--- src/rtl/bus_interface_unit.sv ---
// -----------------------------------------------------------------------------
// bus_interface_unit
//
// Bridges a single-request core interface to an external 8-bit memory bus
// that has a 16-bit address and a wait-state input. One access runs at a
// time. A memory that holds rdy low for TIMEOUT consecutive samples ends the
// access with an error response.
//
// Parameters
//   TIMEOUT   0..255  consecutive rdy-low samples that abort an access
//                     (0 disables the timeout)
//
// Ports
//   clk        in   single clock, rising edge
//   rst_n      in   asynchronous active-low reset
//   req_valid  in   core requests an access
//   req_ready  out  high in IDLE, when a request can be accepted
//   req_we     in   1 = write, 0 = read
//   req_addr   in   [15:0] access address
//   req_wdata  in   [7:0]  write data
//   rsp_valid  out  one-cycle completion pulse
//   rsp_rdata  out  [7:0]  captured read data (8'hFF after a timeout)
//   rsp_err    out  access ended by timeout, valid with rsp_valid
//   addr_out   out  [15:0] external address bus
//   data_out   out  [7:0]  external write data
//   data_oe    out  external data bus drive enable
//   rwb        out  1 = read cycle, 0 = write cycle
//   rdy        in   memory ready, low inserts a wait state
//   data_in    in   [7:0]  external read data
//   busy       out  high while an access is in progress
// -----------------------------------------------------------------------------
module bus_interface_unit #(
  parameter int TIMEOUT = 64
) (
  input  logic        clk,
  input  logic        rst_n,
  input  logic        req_valid,
  output logic        req_ready,
  input  logic        req_we,
  input  logic [15:0] req_addr,
  input  logic [7:0]  req_wdata,
  output logic        rsp_valid,
  output logic [7:0]  rsp_rdata,
  output logic        rsp_err,
  output logic [15:0] addr_out,
  output logic [7:0]  data_out,
  output logic        data_oe,
  output logic        rwb,
  input  logic        rdy,
  input  logic [7:0]  data_in,
  output logic        busy
);

  localparam logic [7:0] TimeoutLim = 8'(TIMEOUT);

  typedef enum logic {
    IDLE   = 1'b0,
    ACCESS = 1'b1
  } state_e;

  state_e      state_q, state_d;
  logic [15:0] addr_q, addr_d;
  logic [7:0]  wdata_q, wdata_d;
  logic        we_q, we_d;
  logic [7:0]  wait_cnt_q, wait_cnt_d;
  logic        rsp_valid_q, rsp_valid_d;
  logic [7:0]  rsp_rdata_q, rsp_rdata_d;
  logic        rsp_err_q, rsp_err_d;

  // Saturating increment: the wait counter never wraps back to zero.
  logic [7:0]  wait_inc;
  assign wait_inc = (wait_cnt_q == 8'hFF) ? 8'hFF : wait_cnt_q + 8'd1;

  always_ff @(posedge clk or negedge rst_n) begin
    if (!rst_n) begin
      state_q     <= IDLE;
      addr_q      <= 16'h0000;
      wdata_q     <= 8'h00;
      we_q        <= 1'b0;
      wait_cnt_q  <= 8'h00;
      rsp_valid_q <= 1'b0;
      rsp_rdata_q <= 8'h00;
      rsp_err_q   <= 1'b0;
    end else begin
      state_q     <= state_d;
      addr_q      <= addr_d;
      wdata_q     <= wdata_d;
      we_q        <= we_d;
      wait_cnt_q  <= wait_cnt_d;
      rsp_valid_q <= rsp_valid_d;
      rsp_rdata_q <= rsp_rdata_d;
      rsp_err_q   <= rsp_err_d;
    end
  end

  always_comb begin
    state_d     = state_q;
    addr_d      = addr_q;
    wdata_d     = wdata_q;
    we_d        = we_q;
    wait_cnt_d  = wait_cnt_q;
    rsp_valid_d = 1'b0;
    rsp_rdata_d = rsp_rdata_q;
    rsp_err_d   = rsp_err_q;

    unique case (state_q)
      IDLE: begin
        // rdy and data_in are don't-care here.
        if (req_valid) begin
          addr_d     = req_addr;
          wdata_d    = req_wdata;
          we_d       = req_we;
          wait_cnt_d = 8'h00;
          state_d    = ACCESS;
        end
      end
      ACCESS: begin
        // Request inputs are ignored; the captured copies drive the bus.
        if (rdy) begin
          // Success wins even if the low-sample count already reached the limit.
          rsp_valid_d = 1'b1;
          rsp_err_d   = 1'b0;
          if (!we_q) begin
            rsp_rdata_d = data_in;
          end
          state_d = IDLE;
        end else begin
          wait_cnt_d = wait_inc;
          if ((TimeoutLim != 8'h00) && (wait_inc == TimeoutLim)) begin
            rsp_valid_d = 1'b1;
            rsp_err_d   = 1'b1;
            rsp_rdata_d = 8'hFF;
            state_d     = IDLE;
          end
        end
      end
      default: state_d = IDLE;
    endcase
  end

  assign req_ready = (state_q == IDLE);
  assign busy      = (state_q == ACCESS);
  assign addr_out  = addr_q;
  assign data_out  = wdata_q;
  assign data_oe   = (state_q == ACCESS) & we_q;
  assign rwb       = (state_q == ACCESS) ? ~we_q : 1'b1;
  assign rsp_valid = rsp_valid_q;
  assign rsp_rdata = rsp_rdata_q;
  assign rsp_err   = rsp_err_q;

endmodule

--- config.mk ---
export PLATFORM = sky130hd
export DESIGN_NAME = bus_interface_unit
export DESIGN_NICKNAME = d
export VERILOG_FILES = /design/src/rtl/bus_interface_unit.sv
export SDC_FILE = /design/constraint.sdc
export NUM_CORES = 1
export LEC_CHECK = 0
export CAP_MARGIN = 25
export CORE_ASPECT_RATIO = 0.7
export CORE_UTILIZATION = 45
export DETAILED_ROUTE_END_ITERATION = 6
export PLACE_DENSITY = 0.8
export SETUP_SLACK_MARGIN = 0.05
export SLEW_MARGIN = 20
export SYNTH_ARGS = -nofsm -noshare
export SYNTH_HDL_FRONTEND = slang
export SYNTH_SLANG_ARGS = --single-unit
--- constraint.sdc ---
create_clock -name clk -period 2.2 [get_ports clk]
set_input_delay 0.44 -clock clk [delete_from_list [all_inputs] [get_ports clk]]
set_output_delay 0.44 -clock clk [all_outputs]
set_load 0.005 [all_outputs]
# After elaboration in Yosys (flattened, before gate mapping)
# Cells that the tools add are included.
dict set report op_classes {
  mul 0
  shifts 0
  div 0
  n_addsub 1
  eq_ne 5
  magnitude_cmp 0
  reduce_logical 5
  bitwise 3
  mux 17
}
# operator count
set op_table {}
lappend op_table {{2-to-1 mux 8 bit} 6}
lappend op_table {{one-hot mux 8 bit (2 select lines)} 1}
lappend op_table {{2-to-1 mux 1 bit} 9}
lappend op_table {{adder 8 x 1 -> 8 bit, second input constant} 1}
lappend op_table {{equality test 8 x 7 -> 1 bit, second input constant} 1}
lappend op_table {{equality test 8 bit, second input constant} 1}
lappend op_table {{!= test 2 bit, second input constant} 3}
lappend op_table {{AND reduction 2 bit} 3}
lappend op_table {{AND reduction 3 bit} 1}
lappend op_table {{inverter 1 bit} 2}
lappend op_table {{one-hot mux 1 bit (2 select lines)} 1}
lappend op_table {{nonzero test 2 bit} 1}
lappend op_table {{AND 1 bit} 1}
dict set report totals {
  word_cells 39
  latchBits 0
  ramBits 0
  rom_bits 0
  mem_count 0
  reg_bits 44
  output_inout_bits 38
  in_bits 37
}

# Longest topological paths before layout
# Gate-level depths: netlist of the first run.
dict set report depth {
  ltp_word 6
  ltp_mapped 6
  ltp_nobuf 5
}

# Least setup slack after synthesis of the first run
# No wires, ideal clock.
dict set report synth_timing {
  path_type {reg2reg}
  from {register wait_cnt_q[0]}
  to {register state_q (netlist: busy)}
  synth_period_minus_slack_ns 1.809
  stages_incl_launch_ff 6
  arrival_time_ns 1.683
  slack_ns 0.391
  path_buffers 0
  required_time_ns 2.074
  setup_ns 0.126
  cell_sequence {dfrtp_1 ha_1 nand2b_1 nor4_4 nor2_2 a221o_1}
}
dict set report synth_via {
  elab_chain_cells 6
  word_cells_on_any_way 7
  classes_between {1 x add/sub; 2 x eq/ne; 4 x mux}
}
# element line
set synth_rtl {}
lappend synth_rtl {{start: declaration} 65} ;# logic [7:0] wait_cnt_q, wait_cnt_d;
lappend synth_rtl {{start signal: assignment} 89} ;# wait_cnt_q <= wait_cnt_d;
lappend synth_rtl {{adder 8 x 1 -> 8 bit / equality test 8 bit (equally long branches)} 72} ;# assign wait_inc = (wait_cnt_q == 8'hFF) ? 8'hFF : wait_cnt_q + 8'd1;
lappend synth_rtl {{2-to-1 mux 8 bit *} 72}
lappend synth_rtl {{equality test 8 x 7 -> 1 bit *} 129} ;# if ((TimeoutLim != 8'h00) && (wait_inc == TimeoutLim)) begin
lappend synth_rtl {{2-to-1 mux 1 bit *} 129}
lappend synth_rtl {{2-to-1 mux 1 bit *} 119} ;# if (rdy) begin
lappend synth_rtl {{one-hot mux 1 bit (2 select lines) *} 106} ;# unique case (state_q)
lappend synth_rtl {{named net state_d} 61} ;# state_e state_q, state_d;
lappend synth_rtl {{end signal: assignment} 85} ;# state_q <= state_d;
lappend synth_rtl {{end: declaration} 61}
# Mark *: on every way through the listed nets, which the timed path passes. The rest lies on a longest branch.
# A chain may end at the register's enable or synchronous reset.

# Worst setup path in the final report of the first run
dict set report layout_timing {
  from {register wait_cnt_q[1]}
  to {register state_q (netlist: busy)}
}
# Same word-level chain as after synthesis.

==> impl_metrics.env, run 1 <==
export IMPL_die_h_um=60.9
export IMPL_arrival_ps=2160
export IMPL_power_density_nw_per_um2=1180
export IMPL_yosysTopAreaCell="dfrtp_1"
export IMPL_ys_seq_elements=44
export IMPL_synth_most_common_cell="nand2_1"
export IMPL_critPathMaxStageDelay_ps=460
export IMPL_netlist_area_leader_share_pct=49.4
export IMPL_clk_pin_slew_worst_paths_ps=80
export IMPL_setup_tns_ps=0
export IMPL_async_reset_ff_share_pct=100
export IMPL_syn_area_sq_um=2230
export IMPL_crit_slowest_cell="dfrtp_1"
export IMPL_dp_cells=386
export IMPL_fin_crit_sh_pct=90.1
export IMPL_cts_path_max_buffers=2
export IMPL_endpoint_kind="flip-flop"
export IMPL_rows=21
export IMPL_synth_cells=246
export IMPL_grt_overflow=0
export IMPL_drv_slew=0
export IMPL_period_needed_ps=1980
export IMPL_drive_gt1_share_pct=9.51
export IMPL_synth_area_leaders="dfrtp_1 49%, nand2_1 13%, a211oi_1 4.0%, nor4b_1 3.1%, o2bb2ai_1 3.1%"
export IMPL_ys_types=43
export IMPL_hold_viol=0
export IMPL_setup_viol=0
export IMPL_cts_inserted_buffers=5
export IMPL_drtPass1Iterations=4
export IMPL_slew_headroom_pct=70.6
export IMPL_clock_latency_ps=290
export IMPL_dp_hpwl_um=4020
export IMPL_crit_path_cell_trace="ha_1, or2_0, a211oi_1, o211ai_1, buf_4, a221o_1"
export IMPL_routedWlPerCell_um=13.7
export IMPL_fmax_ghz=0.505
export IMPL_grt_usage_pct=21.3
export IMPL_area_growth_pct=42.4
export IMPL_path_class="flip-flop to flip-flop"
export IMPL_fillers=399
export IMPL_ioPinCount=75
export IMPL_clock_sinks=44
export IMPL_io_buffers=74
export IMPL_leakage_uw=0.00141
export IMPL_drt_wl_total_um=5390
export IMPL_cts_max_level=2
export IMPL_drtAntennaViolNets=0
export IMPL_grt_pass1_vias=1766
export IMPL_dieArea_sq_um=5240
export IMPL_critPathBufInv=1
export IMPL_coreArea_sq_um=4780
export IMPL_grt_max_degree=24
export IMPL_max_cap_viol_count=0
export IMPL_synth_fp_nets=284
export IMPL_grt_setup_unrepaired="false"
export IMPL_grt_pass1_wl_um=8560
export IMPL_vias=2065
export IMPL_die_w_um=86.1
export IMPL_cp_max_fo=11
export IMPL_cts_tree="yes"
export IMPL_synth_top_cells_by_count="78 x nand2_1, 44 x dfrtp_1, 15 x nor2_1"
export IMPL_status="finished clean"
export IMPL_clockRootBuffer="clkbuf_8"
export IMPL_drtIter0Drc=121
export IMPL_synth_seq_area_share_pct=49.4
export IMPL_route_detailed_drc=0
export IMPL_viasPerCell=5.23
export IMPL_finish_cell_count_without_fillers=395
export IMPL_worst_pin_slew_ps=441
export IMPL_gp_congestion=0.882
export IMPL_synth_edf_count=0
export IMPL_final_nets=363
export IMPL_antenna_found_initial=0
export IMPL_critPathTopFamily="compound AO/OA/AOI/OAI gates"
export IMPL_whs_ps=477
export IMPL_synth_area_per_cell_sq_um=9.06
export IMPL_hp_class="flip-flop to flip-flop"
export IMPL_antenna_cells=0
export IMPL_peakVddDrop_mv=0.740
export IMPL_worst_endpoint_required_ps=2380
export IMPL_start_kind="flip-flop"
export IMPL_fin_skew_ps=5.34
export IMPL_yosys_warnings=0
export IMPL_floorplan_initialDensity_pct=46.6
export IMPL_yosys_most_used_dff="dfrtp_1"
==> worst register-to-register path, stage by stage, from the launching register on <==
cell and delay, ps:
dfrtp_1 460, ha_1 310, or2_0 230, a211oi_1 240
o211ai_1 130, buf_4 190, a221o_1 310
==> cells in the final DEF, fill, tap and decap left out, types with 2 or more instances in the layout <==
cell	instances
nor2_1	15
nor2b_1	2
nand2b_1	4
a211oi_1	12
and3_1	2
clkdlybuf4s50_1	73
o21ai_0	4
buf_4	12
nor4b_1	8
o22ai_1	8
nand3_1	5
a21oi_1	7
nor3_1	2
o2bb2ai_1	8
dfrtp_1	43
and2_1	3
nand2_1	78
inv_1	5
and4_1	2
clkbuf_8	6
clkinv_2	2
==> flip-flops by register name (all words and copies together), names as in the netlist <==
register	count
addr_out	16
data_out	8
rsp_rdata	8
wait_cnt_q	8
busy	1
rsp_err	1
rsp_valid	1
we_q	1
==> kinds of logic after synthesis <==
| kind of cell | count (synthesis) | share of synthesized area [%] |
|---|---|---|
| AND/OR/NAND/NOR | 131 | 28.5 |
| flip-flops | 44 | 49.4 |
| buffers and inverters | 21 | 4.27 |
| adder cells (fa/ha/maj) | 1 | 0.561 |
| multiplexers | 1 | 0.449 |
| AO/OA/AOI/OAI | 48 | 16.8 |
==> power by group <==
group | internal [uW] | switching [uW] | total, uW | leakage [uW]
sequential | 1150 | 286 | 1430 | 0.000558
combinational | 1010 | 776 | 1790 | 0.000804
clock | 251 | 266 | 517 | 0.0000510
total | 2410 | 1330 | 3740 | 0.00141
==> through the flow <==
stage               instance area, sq um  total power (uW)  worst slack (ps)  utilization [%]
CTS                                 3170              3770               109             66.4
finish                              3170              3740               218             66.4
floorplan                           2230              2270               391                -
detailed placement                  3070              3240               249             64.2
global route                        3170              4050              90.0             66.4
global placement                    3070              3190               279             64.2
==> what timing repair did <==
action / CTS / global route
resized for setup: 0 / 1
hold buffers: 1 / 0
setup endpoints to repair: 0 / 1
buffers inserted: 0 / 0
hold endpoints to repair: 9 / 0
==> per-layer routing <==
metal	part of all wire (%)	up-vias	GRT usage [%]
met5	0	-	0
met4	0.54	0	6.43
met3	5.7	2	4.08
met2	44	59	32.1
met1	50	978	31.5
li1	-	1026	-
==> path summary, 6_finish.rpt <==
| kind | start | to | slack, ps | cells after the start |
|---|---|---|---|---|
| worst max register to register | wait_cnt_q[1] | busy | 220 | 6 |
| worst max-delay path | wait_cnt_q[1] | busy | 220 | 6 |
| min in group asynchronous | rst_n | data_out[4] | 550 | 2 |
| worst min-delay path | addr_out[1] | addr_out[1] | 480 | 2 |
| worst min register to register | addr_out[1] | addr_out[1] | 480 | 2 |
| max in group asynchronous | rst_n | busy | 1080 | 3 |
==> final cells by class <==
class	count	area, sq um	share of cell area, %
clock buffer	6	82.6	2.60
clock inverter	2	10.0	0.315
inverter	6	22.5	0.710
multi-input combinational	181	1030	32.6
sequential	44	1100	34.7
tap	69	86.3	2.72
timing repair buffer	87	836	26.3
Power figures use the tool's default switching activity.
==> run 2: changes to the inputs <==
--- a/config.mk
+++ b/config.mk
@@ -7,9 +7,9 @@
 export LEC_CHECK = 0
 export CAP_MARGIN = 25
 export CORE_ASPECT_RATIO = 0.7
-export CORE_UTILIZATION = 45
+export CORE_UTILIZATION = 35
 export DETAILED_ROUTE_END_ITERATION = 6
-export PLACE_DENSITY = 0.8
+export PLACE_DENSITY = 0.65
 export SETUP_SLACK_MARGIN = 0.05
 export SLEW_MARGIN = 20
 export SYNTH_ARGS = -nofsm -noshare
==> constraint.sdc (replaced) <==
create_clock -name clk -period 2.2 [get_ports clk]
set_input_delay 0.22 -clock clk [delete_from_list [all_inputs] [get_ports clk]]
set_output_delay 0.22 -clock clk [all_outputs]
set_load 0.005 [all_outputs]
==> run 2 against run 1 <==
The flow now finishes with violations (negative hold slack). Clock-buffer cell count is the same. Combinational power is essentially flat. Final cell count grew 1.0%. Power grew 2.4%. Critical endpoint is now rsp_rdata[4]. First-iteration DRC count is the same. Via count shrank 0.15%. Clock skew grew 0.61 ps. Cell area grew 0.20%. Routed wire length grew 0.87%. Largest power group unchanged. Worst hold slack lost 480 ps. Worst setup slack lost 1.8 ps. Sequential share of layout area shrank 0.11 points.
==> impl_metrics.env, run 2 (same netlist as run 1, synthesis figures left out) <==
export IMPL_path_class="flip-flop to flip-flop"
export IMPL_hp_class="primary input to asynchronous set/reset pin"
export IMPL_largest_register_ffs=16
export IMPL_reg2reg_to="rsp_rdata[4]"
export IMPL_fillers=540
export IMPL_r2r_setup_slack_ps=220
export IMPL_floorplan_initialDensity_pct=37.6
export IMPL_multi_input_area_sq_um=1040
export IMPL_endpoint_kind="flip-flop"
export IMPL_drive_gt1_share_pct=8.95
export IMPL_clockRootBuffer="clkbuf_8"
export IMPL_start_kind="flip-flop"
export IMPL_drt_wl_total_um=5440
export IMPL_fin_crit_sh_pct=90.2
export IMPL_crit_slowest_cell="dfrtp_1"
export IMPL_r2r_start="wait_cnt_q[1]"
export IMPL_cts_path_max_buffers=2
export IMPL_cts_inserted_buffers=5
export IMPL_cp_startpoint="wait_cnt_q[1]"
export IMPL_cp_max_fo=9
export IMPL_rows=23
export IMPL_worst_pin_slew_ps=556
export IMPL_grt_usage_pct=16.7
export IMPL_area_growth_pct=42.7
export IMPL_coreArea_sq_um=5930
export IMPL_clock_sinks=44
export IMPL_worstRegToRegCells=6
export IMPL_endpoint="rsp_rdata[4]"
export IMPL_routedWlPerCell_um=13.6
export IMPL_dieArea_sq_um=6700
export IMPL_holdBufCountCts=0
export IMPL_dp_hpwl_um=3860
export IMPL_die_w_um=97.4
export IMPL_final_common_cell="nand2_1"
export IMPL_status="complete, but fails checks"
export IMPL_gp_congestion=0.808
export IMPL_setup_tns_ps=0
export IMPL_pre_cts_ws_ps=165
export IMPL_clk_pin_slew_worst_paths_ps=80
export IMPL_grt_max_degree=45
export IMPL_grt_setup_unrepaired="false"
export IMPL_fmax_ghz=0.504
export IMPL_register_area_sq_um=1100
export IMPL_critPathBufInv=1
export IMPL_postCtsSetupBuffers=0
export IMPL_drtIter0Drc=121
export IMPL_die_h_um=68.8
export IMPL_slew_headroom_pct=62.9
export IMPL_most_common_layout_cells="78 x nand2_1, 73 x clkdlybuf4s50_1, 44 x dfrtp_1, 15 x nor2_1, 12 x a211oi_1"
export IMPL_arrival_ps=2160
export IMPL_viasPerCell=5.17
export IMPL_period_needed_ps=1980
export IMPL_violations="negative hold slack"
export IMPL_cts_tree="yes"
export IMPL_peakVddDrop_mv=0.525
export IMPL_crit_path_cell_trace="ha_2, and4_1, and2_1, o211ai_1, buf_4, a211oi_1"
export IMPL_whs_ps=-1.39
export IMPL_worst_endpoint_required_ps=2370
export IMPL_finish_utilization_pct=53.7
export IMPL_grt_pass1_wl_um=8950
export IMPL_max_cap_viol_count=0
export IMPL_worstSetupPathDepth=6
export IMPL_critPathTopFamily="flip-flops"
export IMPL_leakage_uw=0.00141
export IMPL_drtPass1Iterations=4
export IMPL_critPathMaxStageDelay_ps=470
export IMPL_final_nets=361
export IMPL_power_density_nw_per_um2=1200
export IMPL_hold_viol=3
export IMPL_ioPinCount=75
export IMPL_worst_slack_ps=216
export IMPL_grt_overflow=0
export IMPL_drv_slew=0
export IMPL_cts_repair_resized=0
export IMPL_grt_pass1_vias=1867
export IMPL_setup_viol=0
export IMPL_power_uw=3830
export IMPL_cts_max_level=2
export IMPL_clock_latency_ps=290
export IMPL_vias=2062
export IMPL_drtAntennaViolNets=0
export IMPL_io_buffers=74
export IMPL_fin_skew_ps=5.96
export IMPL_route_detailed_drc=0
export IMPL_antenna_found_initial=0
export IMPL_antenna_cells=0
[run 2: cell type report]
| type | count | area share [%] |
|---|---|---|
| sequential | 44 | 34.6 |
| multi-input combinational | 181 | 32.6 |
| tap | 75 | 2.95 |
| timing repair buffer | 85 | 25.7 |
| clock buffer | 6 | 2.28 |
| inverter | 6 | 0.708 |
| clock inverter | 2 | 1.10 |
[run 2: stage by stage]
stage,area [sq um],cells
after floorplan,2230,246
after global placement,3070,391
after detailed placement,3070,391
after CTS,3180,399
after global routing,3180,399
final,3180,399
[run 2: worst min path at each step]
stage / cells after the start / slack [ps] / end
after floorplan: 0 / -80 / addr_out[0]
after global placement: 2 / 340 / rsp_rdata[5]
after detailed placement: 2 / 340 / rsp_rdata[4]
after CTS: 2 / 20 / addr_out[5]
after global routing: 2 / 60 / addr_out[2]
final: 2 / -1 / rsp_rdata[5]
[run 2: layer usage]
layer | share of wire, % | global-route usage, % | up-vias
met5 | 0 | 0 | -
met4 | 0.96 | 6.25 | 0
met3 | 6.4 | 3.02 | 7
met2 | 44 | 25.6 | 72
met1 | 49 | 23.9 | 974
li1 | - | - | 1009
[run 2: report_power, final]
group | internal [uW] | leakage [uW] | total [uW] | switching [uW]
clock network | 337 | 0.0000552 | 604 | 267
registers | 1140 | 0.000559 | 1430 | 287
logic | 1010 | 0.000793 | 1790 | 779
==> run 3: changes to the inputs <==
--- a/config.mk
+++ b/config.mk
@@ -9,7 +9,7 @@
 export CORE_ASPECT_RATIO = 0.7
 export CORE_UTILIZATION = 35
 export DETAILED_ROUTE_END_ITERATION = 6
-export PLACE_DENSITY = 0.65
+export PLACE_DENSITY = 0.68
 export SETUP_SLACK_MARGIN = 0.05
 export SLEW_MARGIN = 20
 export SYNTH_ARGS = -nofsm -noshare
==> constraint.sdc (replaced) <==
create_clock -name clk -period 1.62 [get_ports clk]
set_input_delay 0.162 -clock clk [delete_from_list [all_inputs] [get_ports clk]]
set_output_delay 0.162 -clock clk [all_outputs]
set_load 0.005 [all_outputs]
==> run 3 against run 2 <==
The run ends with negative setup slack left. Cell area up 11%. Clock power up 38%. Worst hold slack improved by 380 ps. Clock-buffer cell count down 1. Sequential cell count unchanged. Power grew 49%. Utilization rose by 6.1 points. Die area unchanged. Critical endpoint is now rsp_rdata[5].
==> impl_metrics.env, run 3 (same netlist as run 1, synthesis figures left out) <==
export IMPL_grt_pass1_wl_um=9940
export IMPL_drive_gt1_share_pct=22.1
export IMPL_finish_utilization_pct=59.8
export IMPL_grt_max_degree=31
export IMPL_cts_path_max_buffers=2
export IMPL_violations="negative setup slack"
export IMPL_cts_max_level=2
export IMPL_clock_sinks=44
export IMPL_drtIter0Drc=130
export IMPL_grt_usage_pct=19.1
export IMPL_crit_slowest_cell="dfrtp_2"
export IMPL_worst_slack_ps=-88.6
export IMPL_endpoint_kind="flip-flop"
export IMPL_critPathMaxStageDelay_ps=430
export IMPL_viasPerCell=5.06
export IMPL_clock_latency_ps=300
export IMPL_peakVddDrop_mv=0.724
export IMPL_critPathBufInv=2
export IMPL_final_common_cell="nand2_1"
export IMPL_path_class="flip-flop to flip-flop"
export IMPL_gp_congestion=0.855
export IMPL_final_nets=385
export IMPL_leakage_uw=0.00157
export IMPL_area_growth_pct=59.0
export IMPL_status="complete, but fails checks"
export IMPL_fin_skew_ps=7.11
export IMPL_fin_crit_sh_pct=105
export IMPL_io_buffers=74
export IMPL_dieArea_sq_um=6700
export IMPL_setup_viol=11
export IMPL_grt_overflow=0
export IMPL_fmax_ghz=0.585
export IMPL_die_w_um=97.4
export IMPL_coreArea_sq_um=5930
export IMPL_cp_max_fo=5
export IMPL_worst_pin_slew_ps=540
export IMPL_finish_cell_count_without_fillers=423
export IMPL_drtPass1Iterations=4
export IMPL_period_needed_ps=1710
export IMPL_dp_cells=409
export IMPL_hp_class="primary input to asynchronous set/reset pin"
export IMPL_power_density_nw_per_um2=1610
export IMPL_most_common_layout_cells="77 x nand2_1, 72 x clkdlybuf4s50_1, 37 x dfrtp_1, 27 x buf_4, 15 x nor2_1"
export IMPL_hold_viol=0
export IMPL_dp_hpwl_um=4430
export IMPL_power_uw=5690
export IMPL_cts_inserted_buffers=5
export IMPL_worst_endpoint_required_ps=1800
export IMPL_grt_pass1_vias=1984
export IMPL_largest_register_ffs=16
export IMPL_start_kind="flip-flop"
export IMPL_slew_headroom_pct=64.0
export IMPL_ioPinCount=75
export IMPL_clk_pin_slew_worst_paths_ps=80
export IMPL_drv_slew=0
export IMPL_antenna_cells=0
export IMPL_die_h_um=68.8
export IMPL_drtAntennaViolNets=0
export IMPL_vias=2140
export IMPL_clockRootBuffer="clkbuf_8"
export IMPL_critPathTopFamily="simple AND/OR/NAND/NOR gates"
export IMPL_cts_tree="yes"
export IMPL_grt_setup_unrepaired="true"
export IMPL_drt_wl_total_um=6200
export IMPL_arrival_ps=1880
export IMPL_routedWlPerCell_um=14.7
export IMPL_crit_path_cell_trace="ha_4, buf_4, nor4b_4, clkdlybuf4s15_2, nor4b_1, a211oi_1"
export IMPL_max_cap_viol_count=0
export IMPL_rows=23
export IMPL_floorplan_initialDensity_pct=37.6
export IMPL_antenna_found_initial=0
export IMPL_route_detailed_drc=0
## run 3: changes by cell type in the layout (fill, tap and decap cells not counted), moves of 2 or more
cell      delta
nor4b_1      -4
and2_1       -2
dfrtp_2      +7
a211oi_2     +5
buf_12       +4
a211oi_1     -5
buf_4       +16
dfrtp_1      -7
nor4b_2      +3
and2_4       +2
## run 3: final timing paths
check                      cells after the start           end     startpoint  slack [ps]
setup / recovery                               6  rsp_rdata[5]  wait_cnt_q[1]         -90
hold / removal                                 2  rsp_rdata[7]          rst_n         380
setup reg to reg                               6  rsp_rdata[5]  wait_cnt_q[1]         -90
hold reg to reg                                2  addr_out[13]   addr_out[13]         480
max in group asynchronous                      3          busy          rst_n         720
min in group clk                               3   data_out[2]   req_wdata[2]         380
## run 3: power breakdown
group | switching [uW] | internal (uW) | total, uW
logic | 1270 | 1670 | 2940
clock network | 379 | 456 | 835
registers | 353 | 1560 | 1920
## run 3: area by class of cell
class,instances,area (sq um)
Clock buffer,5,68.8
Multi-Input combinational cell,181,1150
Inverter,6,22.5
Tap cell,75,93.8
Fill cell,539,2390
Timing Repair Buffer,109,1060
Sequential cell,44,1110
Clock inverter,3,42.5
## run 3: what timing repair did
item,CTS,global route
gates cloned,0,2
buffers inserted,3,0
endpoints found under the hold margin,22,0
pin swaps,2,1
endpoints found under the setup margin,18,17
hold buffers,1,0
gates resized for setup,10,18
## run 3: worst register-to-register path: stages, from the launching register on
cell and delay, ps:
dfrtp_2 430, ha_4 180, buf_4 160, nor4b_4 140
clkdlybuf4s15_2 300, nor4b_1 320, a211oi_1 70
## run 3: routing by layer
metal	up-vias	global-route usage, %	part of all wire (%)
met3	7	3.63	4.2
met5	-	0	0
met1	1020	28.3	51
met2	49	28.3	43
li1	1064	-	-
met4	0	5.88	1.1
## run 3: metrics by stage
step           instance area, sq um  setup TNS, ps  setup WS, ps  hold slack [ps]
3_5_place_dp                   3280           -281         -57.8              177
4_1_cts                        3460           -240         -66.8              379
2_1_floorplan                  2250           -104          -104             -134
3_3_place_gp                   3280          -56.4         -19.1              175
5_1_grt                        3540          -1390          -147              378
6_report                       3540           -576         -88.6              380
